File: src/rtl/prog_loader_if.sv
// Point-to-point buses for the boot loader: an incoming valid/ready byte stream
// and the instruction-memory write port.

interface byte_stream_if;
   logic [7:0] rx_data;
   logic       rx_valid;
   logic       rx_ready;

   modport master (output rx_data, output rx_valid, input  rx_ready);
   modport slave  (input  rx_data, input  rx_valid, output rx_ready);
endinterface

interface imem_wr_if #(
   parameter int unsigned ADDR_W = 16
);
   logic              imem_wEn;
   logic [ADDR_W-1:0] imem_waddr;
   logic [31:0]       imem_wdata;

   modport master (output imem_wEn, output imem_waddr, output imem_wdata);
   modport slave  (input  imem_wEn, input  imem_waddr, input  imem_wdata);
endinterface

File: src/rtl/prog_loader.sv
// Boot-time program loader: unpacks a framed, XOR-checksummed byte stream into
// little-endian 32-bit words, writes them to instruction memory, then releases the core.

module prog_loader #(
   parameter int unsigned       ADDR_W    = 16,
   parameter logic [ADDR_W-1:0] BASE_ADDR = '0,
   parameter int unsigned       MAX_WORDS = 1024
) (
   input  logic       clk,
   input  logic       rst,
   byte_stream_if.slave rx,
   imem_wr_if.master    imem,
   output logic       cpu_rst_n,
   output logic       done,
   output logic       error
);

   typedef enum logic [2:0] {
      S_SYNC,
      S_LEN_LO,
      S_LEN_HI,
      S_DATA,
      S_CHK,
      S_DONE,
      S_ERR
   } state_t;

   localparam logic [7:0] SYNC_BYTE = 8'hA5;

   state_t      state_q, state_d;
   logic [7:0]  len_lo_q;
   logic [15:0] len_q;
   logic [15:0] word_cnt_q;
   logic [1:0]  byte_cnt_q;
   logic [23:0] shift_q;
   logic [7:0]  csum_q;

   logic        accept;
   logic [15:0] len_n;
   logic        word_done;
   logic        last_word;

   assign accept    = rx.rx_valid && rx.rx_ready;
   assign len_n     = {rx.rx_data, len_lo_q};
   assign word_done = (byte_cnt_q == 2'd3);
   assign last_word = (word_cnt_q == len_q - 16'd1);

   // State register
   always_ff @(posedge clk) begin
      // NOTE: sequential state uses non-blocking assignments so every flop samples pre-edge values.
      if (!rst) state_q <= S_SYNC;
      else      state_q <= state_d;
   end

   // Next-state logic
   always_comb begin
      // NOTE: default assignment first so no path through the case infers a latch.
      state_d = state_q;
      case (state_q)
         S_SYNC:   if (accept && rx.rx_data == SYNC_BYTE) state_d = S_LEN_LO;
         S_LEN_LO: if (accept) state_d = S_LEN_HI;
         S_LEN_HI: begin
            if (accept) begin
               if (32'(len_n) > MAX_WORDS) state_d = S_ERR;
               else if (len_n == 16'd0)    state_d = S_CHK;
               else                        state_d = S_DATA;
            end
         end
         S_DATA:   if (accept && word_done && last_word) state_d = S_CHK;
         S_CHK: begin
            if (accept) state_d = (rx.rx_data == csum_q) ? S_DONE : S_ERR;
         end
         default:  state_d = state_q;
      endcase
   end

   // Moore outputs: DONE and ERR are terminal until reset
   always_comb begin
      rx.rx_ready = 1'b1;
      done        = 1'b0;
      error       = 1'b0;
      cpu_rst_n   = 1'b0;
      case (state_q)
         S_DONE: begin
            rx.rx_ready = 1'b0;
            done        = 1'b1;
            cpu_rst_n   = 1'b1;
         end
         S_ERR: begin
            rx.rx_ready = 1'b0;
            error       = 1'b1;
         end
         default: ;
      endcase
   end

   // Datapath: length capture, word assembly, checksum and write strobe.
   // The strobe is registered on the 4th byte's accepting edge, so the next byte
   // can be accepted during the write cycle without disturbing it.
   always_ff @(posedge clk) begin
      if (!rst) begin
         len_lo_q        <= '0;
         len_q           <= '0;
         word_cnt_q      <= '0;
         byte_cnt_q      <= '0;
         shift_q         <= '0;
         csum_q          <= '0;
         imem.imem_wEn   <= 1'b0;
         imem.imem_waddr <= BASE_ADDR;
         imem.imem_wdata <= '0;
      end else begin
         imem.imem_wEn <= 1'b0;
         if (accept) begin
            case (state_q)
               S_LEN_LO: begin
                  len_lo_q <= rx.rx_data;
                  csum_q   <= csum_q ^ rx.rx_data;
               end
               S_LEN_HI: begin
                  len_q  <= len_n;
                  csum_q <= csum_q ^ rx.rx_data;
               end
               S_DATA: begin
                  csum_q     <= csum_q ^ rx.rx_data;
                  shift_q    <= {rx.rx_data, shift_q[23:8]};
                  byte_cnt_q <= byte_cnt_q + 2'd1;
                  if (word_done) begin
                     imem.imem_wEn   <= 1'b1;
                     imem.imem_wdata <= {rx.rx_data, shift_q};
                     imem.imem_waddr <= BASE_ADDR + (ADDR_W'(word_cnt_q) << 2);
                     word_cnt_q      <= word_cnt_q + 16'd1;
                  end
               end
               default: ;
            endcase
         end
      end
   end

endmodule

File: src/flat_wrapper.sv
// flat-port wrapper written by rule: the top's interface ports become plain ports
module prog_loader_flat 
#(
   parameter int unsigned       ADDR_W    = 16,
   parameter logic [ADDR_W-1:0] BASE_ADDR = '0,
   parameter int unsigned       MAX_WORDS = 1024
)
  (clk, rst, cpu_rst_n, done, error, rx_rx_data, rx_rx_valid, rx_rx_ready, imem_imem_wEn, imem_imem_waddr, imem_imem_wdata);
  byte_stream_if rx_i ();
  imem_wr_if #(.ADDR_W(ADDR_W)) imem_i ();
  input  logic clk;
  input  logic rst;
  output logic cpu_rst_n;
  output logic done;
  output logic error;
  input wire logic [$bits(rx_i.rx_data)-1:0] rx_rx_data;
  input wire logic [$bits(rx_i.rx_valid)-1:0] rx_rx_valid;
  output wire logic [$bits(rx_i.rx_ready)-1:0] rx_rx_ready;
  output wire logic [$bits(imem_i.imem_wEn)-1:0] imem_imem_wEn;
  output wire logic [$bits(imem_i.imem_waddr)-1:0] imem_imem_waddr;
  output wire logic [$bits(imem_i.imem_wdata)-1:0] imem_imem_wdata;
  assign rx_i.rx_data = rx_rx_data;
  assign rx_i.rx_valid = rx_rx_valid;
  assign rx_rx_ready = rx_i.rx_ready;
  assign imem_imem_wEn = imem_i.imem_wEn;
  assign imem_imem_waddr = imem_i.imem_waddr;
  assign imem_imem_wdata = imem_i.imem_wdata;
  prog_loader #(.ADDR_W(ADDR_W), .BASE_ADDR(BASE_ADDR), .MAX_WORDS(MAX_WORDS)) u_core (.clk(clk), .rst(rst), .rx(rx_i), .imem(imem_i), .cpu_rst_n(cpu_rst_n), .done(done), .error(error));
endmodule
File: config.mk
export PLATFORM = sky130hd
export DESIGN_NAME = prog_loader_flat
export DESIGN_NICKNAME = d
export VERILOG_FILES = /design/src/rtl/prog_loader_if.sv /design/src/rtl/prog_loader.sv /design/src/flat_wrapper.sv
export SDC_FILE = /design/constraint.sdc
export NUM_CORES = 1
export LEC_CHECK = 0
export CORE_UTILIZATION = 25
export CTS_CLUSTER_DIAMETER = 200
export DETAILED_ROUTE_END_ITERATION = 10
export PLACE_DENSITY = 0.39
export SYNTH_ARGS = -nofsm -noshare
export SYNTH_HDL_FRONTEND = slang
export SYNTH_SLANG_ARGS = --single-unit
File: constraint.sdc
create_clock -name clk -period 6.3 [get_ports clk]
set_clock_uncertainty 0.05 [all_clocks]
set_input_delay 1.89 -clock clk [delete_from_list [all_inputs] [get_ports clk]]
set_output_delay 1.89 -clock clk [all_outputs]
set_load 0.02 [all_outputs]
==> flow_summary.toml, run 1 <==
[place]
postPlaceCellArea_mm2 = 0.00640
gp_congestion = 0.758
dp_hpwl_mm = 10.3
place_worst_setup_slack_ns = 1.33
port_buffers = 61

[finish]
layout_commonest_cell = "nand2_1"
post_route_cells_drive_above_1_share = 0.0702
area_growth_pct = 23.9
layout_common_cells = "212 x nand2_1, 124 x dfxtp_1, 100 x a21boi_0, 60 x clkdlybuf4s50_1, 37 x xnor2_1"
post-route-util = 0.318
diodes = 0
final_net_count = 728
final_area_mm2 = 0.00701

[detailed_routing]
first_pass_iters = 9
ant_nets = 0
drt_iter0_markers = 294
vias = 4617
vias_per_cell = 4.58
wirelength_mm = 15.2
route.detailed.drc = 1
wire_per_inst_um = 15.1

[clock_tree]
cts-root-buf = "clkbuf_16"
cts_setup_buffers = 0
cts_tree = "done"
clk_path_buf_depth = 2
hold_buffers = 0
cts_sinks = 124
insertion_delay_ns = 0.42
cts.clk_slew.worst_paths_ns = 0.06
h-tree-depth = 4
ctsResizeCount = 0
numCtsBuffers = 17

[logic_synthesis]
synth_cells = 682
async_flop_share = 0
ys_warn_count = 0
ys.flop_type = "dfxtp_1"
synth_area_per_cell_um2 = 8.29
ys_types = 56
yosys_register_bits = 124
syn_area_mm2 = 0.00566
synth_edf_count = 0
synth_top_cell_by_area = "dfxtp_1"
synth.top_cell.area_share = 0.439
yosys-top-cells-area = "dfxtp_1 44%, nand2_1 14%, a21boi_0 13%"
seq_area_frac_synth = 0.439

[timing]
setup_viol = 0
fin_hold_ws_ns = 0.409
fin_crit_sh = 0.718
finalHoldViolCount = 0
rsz0062_at_grt = "no"
finalSetupTns_ns = 0
min_period_ns = 4.52
fmax_mhz = 221
layout_setup_ws_ns = 1.78
max_slew_margin = 0.307
worst_pin_slew_ns = 1.04
final-max-slew-violation-count = 0

[global_routing]
grt_pass1_vias = 4735
grt_max_degree = 102
grt_remaining_overflow = 0
antenna_found_initial = 0
grt_pass1_wl_mm = 25.1
grtUsageTotal = 0.136

[die]
io_pins = 64
core-area_mm2 = 0.0220
die-area_mm2 = 0.0232
start_util = 0.257
die_w_um = 152
die_h_um = 152
row_count = 54

[worst_setup_path]
crit_arrival_ns = 4.82
r2r_cells = 5
worstPathRequired_ns = 6.60
path_max_fanout = 50
end_kind = "register"
start_kind = "input pin"
path_class = "in -> reg"

[run_status]
violations = "DRC"
status = "complete, but fails checks"

[run]
maxCapViolCount = 0

[power_and_ir_drop]
peakVddDrop_uv = 195
p_leak_uw = 0.00227
power.density_mw_per_mm2 = 301

[worst_hold_path]
hp-class = "reg -> reg"
whs_path_depth = 2
[state kept, by name, indices dropped and copies added, names as in the netlist]
register	count
u_core.imem.imem_wEn	1
u_core.byte_cnt_q	2
u_core.imem.imem_wdata	32
u_core.csum_q	8
u_core.len_lo_q	8
u_core.len_q	16
u_core.state_q	3
u_core.imem.imem_waddr	14
u_core.word_cnt_q	16
u_core.shift_q	24
[cell type report]
type	count	area, um2
sequential	124	2480
clock buffer	19	443
fill	2340	15000
clock inverter	13	165
tap	280	350
timing repair buffer	65	636
multi-input combinational	501	2920
inverter	5	18.8
[synth_stat cells, drive strengths merged (2+ instances only)]
library cell and instances:
a21oi 3, nor3 4, nand4b 3, o221a 4, or3b 2, a41oi 2
nand3 8, inv 5, or3 5, buf 14, nand3b 2, a21boi 101
nor2b 4, ha 3, nand2b 3, or4 5, nand4 11, and3 4
nor4 9, clkbuf 37, a311oi 2, and2 30, dfxtp 124, o21ai 7
nand2 213, nor2 13, xor2 10, xnor2 37
[power by group]
part           internal (uW)  total (uW)  switching, uW  leakage [uW]
Combinational            109         247            138      0.000983
Clock                    634        1010            374      0.000286
Sequential               817         858           41.4       0.00100
Total                   1560        2110            554       0.00227
[per-layer routing]
layer / global-route usage / wire length [um]
met3: 0.0270 / 455
met4: 0.0553 / 311
met2: 0.227 / 7130
met5: 0 / 0
met1: 0.172 / 7300
[worst max-delay path, cell delays in order]
cell             delay, ns
clkdlybuf4s50_1       0.55
and4b_1               0.71
buf_4                 0.32
nand2_2               0.60
or3_1                 0.58
a21boi_0              0.15
[logic make-up (layout without fill, tap and decap cells)]
group | Yosys count | count (layout) | synth area share
AO/OA/AOI/OAI | 128 | 128 | 0.172
XOR/XNOR | 47 | 47 | 0.0728
adder cells (fa/ha/maj) | 3 | 3 | 0.00664
buffers and inverters | 58 | 102 | 0.0469
flip-flops | 124 | 124 | 0.439
multiplexers | 1 | 1 | 0.00177
other | 1 | 2 | 0.000663
AND/OR/NAND/NOR | 320 | 320 | 0.260
[through the flow]
| stage | instances | total power (uW) |
|---|---|---|
| after floorplan | 683 | 1060 |
| after global routing | 1007 | 2210 |
| after detailed placement | 975 | 1120 |
| final | 1007 | 2110 |
| after global placement | 975 | 1120 |
| after CTS | 1007 | 2140 |
[final timing paths]
| check | start | end | slack (ns) |
|---|---|---|---|
| setup / recovery | rx_rx_valid | u_core.word_cnt_q[3] | 1.78 |
| hold / removal | u_core.shift_q[2] | u_core.imem.imem_wdata[2] | 0.41 |
| setup reg to reg | u_core.state_q[1] | u_core.word_cnt_q[3] | 3.26 |
| hold reg to reg | u_core.shift_q[2] | u_core.imem.imem_wdata[2] | 0.41 |
No activity file was read; power rests on OpenSTA's default activity.
==> run 2: changes to the inputs <==
==> constraint.sdc (replaced) <==
create_clock -name clk -period 4.3 [get_ports clk]
set_clock_uncertainty 0.05 [all_clocks]
set_input_delay 1.29 -clock clk [delete_from_list [all_inputs] [get_ports clk]]
set_output_delay 1.29 -clock clk [all_outputs]
set_load 0.02 [all_outputs]
==> flow_summary.toml, run 2 (synthesis results as in run 1) <==
[worst_setup_path]
r2r_end = "u_core.state_q[0]"
path_max_fanout = 11
worstPathRequired_ns = 2.96
r2r_start = "u_core.len_q[0]"
r2r_cells = 8
end_kind = "output port"
rrSetupSlack_ns = 1.76
start_kind = "register"
crit_arrival_ns = 2.26
path_class = "reg -> out"

[finish]
ff_latch_area_mm2 = 0.00248
nFillCells = 2376
layout_commonest_cell = "nand2_1"
biggestRegsByFlops = "u_core.imem.imem_wdata: 32 flops, u_core.shift_q: 24 flops"
largest_register = "u_core.imem.imem_wdata"
multi_input_area_mm2 = 0.00292
area_growth_pct = 25.2
largest_reg_flops = 32
diodes = 0
post-route-util = 0.321
instances_no_fill = 1015
layout_common_cells = "212 x nand2_1, 124 x dfxtp_1, 100 x a21boi_0, 60 x clkdlybuf4s50_1, 37 x xnor2_1"
final_net_count = 736
post_route_cells_drive_above_1_share = 0.0803

[die]
row_count = 54
core-area_mm2 = 0.0220
io_pins = 64
die_h_um = 152
die-area_mm2 = 0.0232
die_w_um = 152
start_util = 0.257

[worst_hold_path]
hp-class = "reg -> reg"
whs_path_depth = 2
min_delay_worst_endpoint = "u_core.imem.imem_wdata[2]"
min_from = "u_core.shift_q[2]"

[place]
dpl.cell_count = 983
port_buffers = 61
place_worst_setup_slack_ns = 0.526
dp_hpwl_mm = 10.6
gp_congestion = 0.762

[detailed_routing]
first_pass_iters = 9
wl_met3_um = 400
wire_per_inst_um = 14.8
vias_per_cell = 4.52
wl_met1_mm = 7.21
vias = 4583
wl_met2_mm = 7.23
wirelength_mm = 15.0
ant_nets = 0
drt_iter0_markers = 164
top_layer = "met4"
route.detailed.drc = 1

[clock_tree]
insertion_delay_ns = 0.41
ctsResizeCount = 0
cts_tree = "done"
numCtsBuffers = 17
h-tree-depth = 4
cts_sinks = 124
clk_path_buf_depth = 2
cts-root-buf = "clkbuf_16"
hold_buffers = 0
cts_setup_buffers = 0
cts.clk_slew.worst_paths_ns = 0.06

[global_routing]
grt_pass1_vias = 4640
grt_max_degree = 57
antenna_found_initial = 0
grt_remaining_overflow = 0
grtUsageTotal = 0.135
grt_pass1_wl_mm = 24.8

[power_and_ir_drop]
power.density_mw_per_mm2 = 432
p_leak_uw = 0.00231
peakVddDrop_uv = 207

[timing]
layout_setup_ws_ns = 0.695
rsz0062_at_grt = "no"
final-max-slew-violation-count = 0
finalSetupTns_ns = 0
min_period_ns = 3.60
setup_viol = 0
fin_hold_ws_ns = 0.410
fmax_mhz = 277
worst_pin_slew_ns = 0.945
max_slew_margin = 0.370
finalHoldViolCount = 0
fin_crit_sh = 0.838

[run_status]
violations = "DRC"
status = "complete, but fails checks"

[run]
maxCapViolCount = 0
==> run 2: changes by cell type in the layout (fill, tap and decap cells not counted), sizes merged <==
cell and change:
bufinv -1, clkinvlp -1, clkbuf +1, buf +8, clkinv +1
==> run 2: worst max-delay path by stage <==
| stage | from | endpoint | slack [ns] | cells past startpoint |
|---|---|---|---|---|
| CTS | u_core.state_q[1] | rx_rx_ready | 0.67 | 3 |
| detailed placement | rx_rx_data[4] | u_core.state_q[0] | 0.53 | 7 |
| global route | u_core.state_q[1] | rx_rx_ready | 0.58 | 3 |
| floorplan | rx_rx_data[1] | u_core.state_q[0] | 1.25 | 7 |
| global placement | rx_rx_data[4] | u_core.state_q[1] | 0.65 | 7 |
| finish | u_core.state_q[1] | rx_rx_ready | 0.70 | 3 |
==> run 2: final cells by class <==
| class | count | share of cell area |
|---|---|---|
| clock inverter | 12 | 0.0193 |
| tap | 280 | 0.0495 |
| timing repair buffer | 73 | 0.102 |
| inverter | 5 | 0.00265 |
| sequential | 124 | 0.351 |
| multi-input combinational | 501 | 0.412 |
| clock buffer | 20 | 0.0645 |
==> run 2: power breakdown <==
group | switching, uW | leakage (uW) | internal [uW] | total, uW
clock network | 548 | 0.000283 | 888 | 1440
registers | 62.1 | 0.00100 | 1200 | 1260
logic | 198 | 0.00103 | 164 | 362
total | 808 | 0.00231 | 2250 | 3060
==> run 2: routing by layer <==
layer | GRT usage | vias to the layer above
li1 | - | 2350
met1 | 0.170 | 2161
met2 | 0.230 | 61
met3 | 0.0316 | 11
met4 | 0.0390 | 0
met5 | 0 | -
==> run 2: worst max-delay path, stage by stage, from the launching register on <==
cell	delay [ns]
dfxtp_1	0.54
nor2b_1	0.18
o21ai_0	0.44
clkdlybuf4s50_1	0.70
==> run 2: through the flow <==
stage / cell area (um2) / total power (uW)
after global placement: 6490 / 1640
after detailed placement: 6490 / 1640
after floorplan: 5660 / 1560
final: 7080 / 3060
after global routing: 7080 / 3210
after CTS: 7080 / 3100
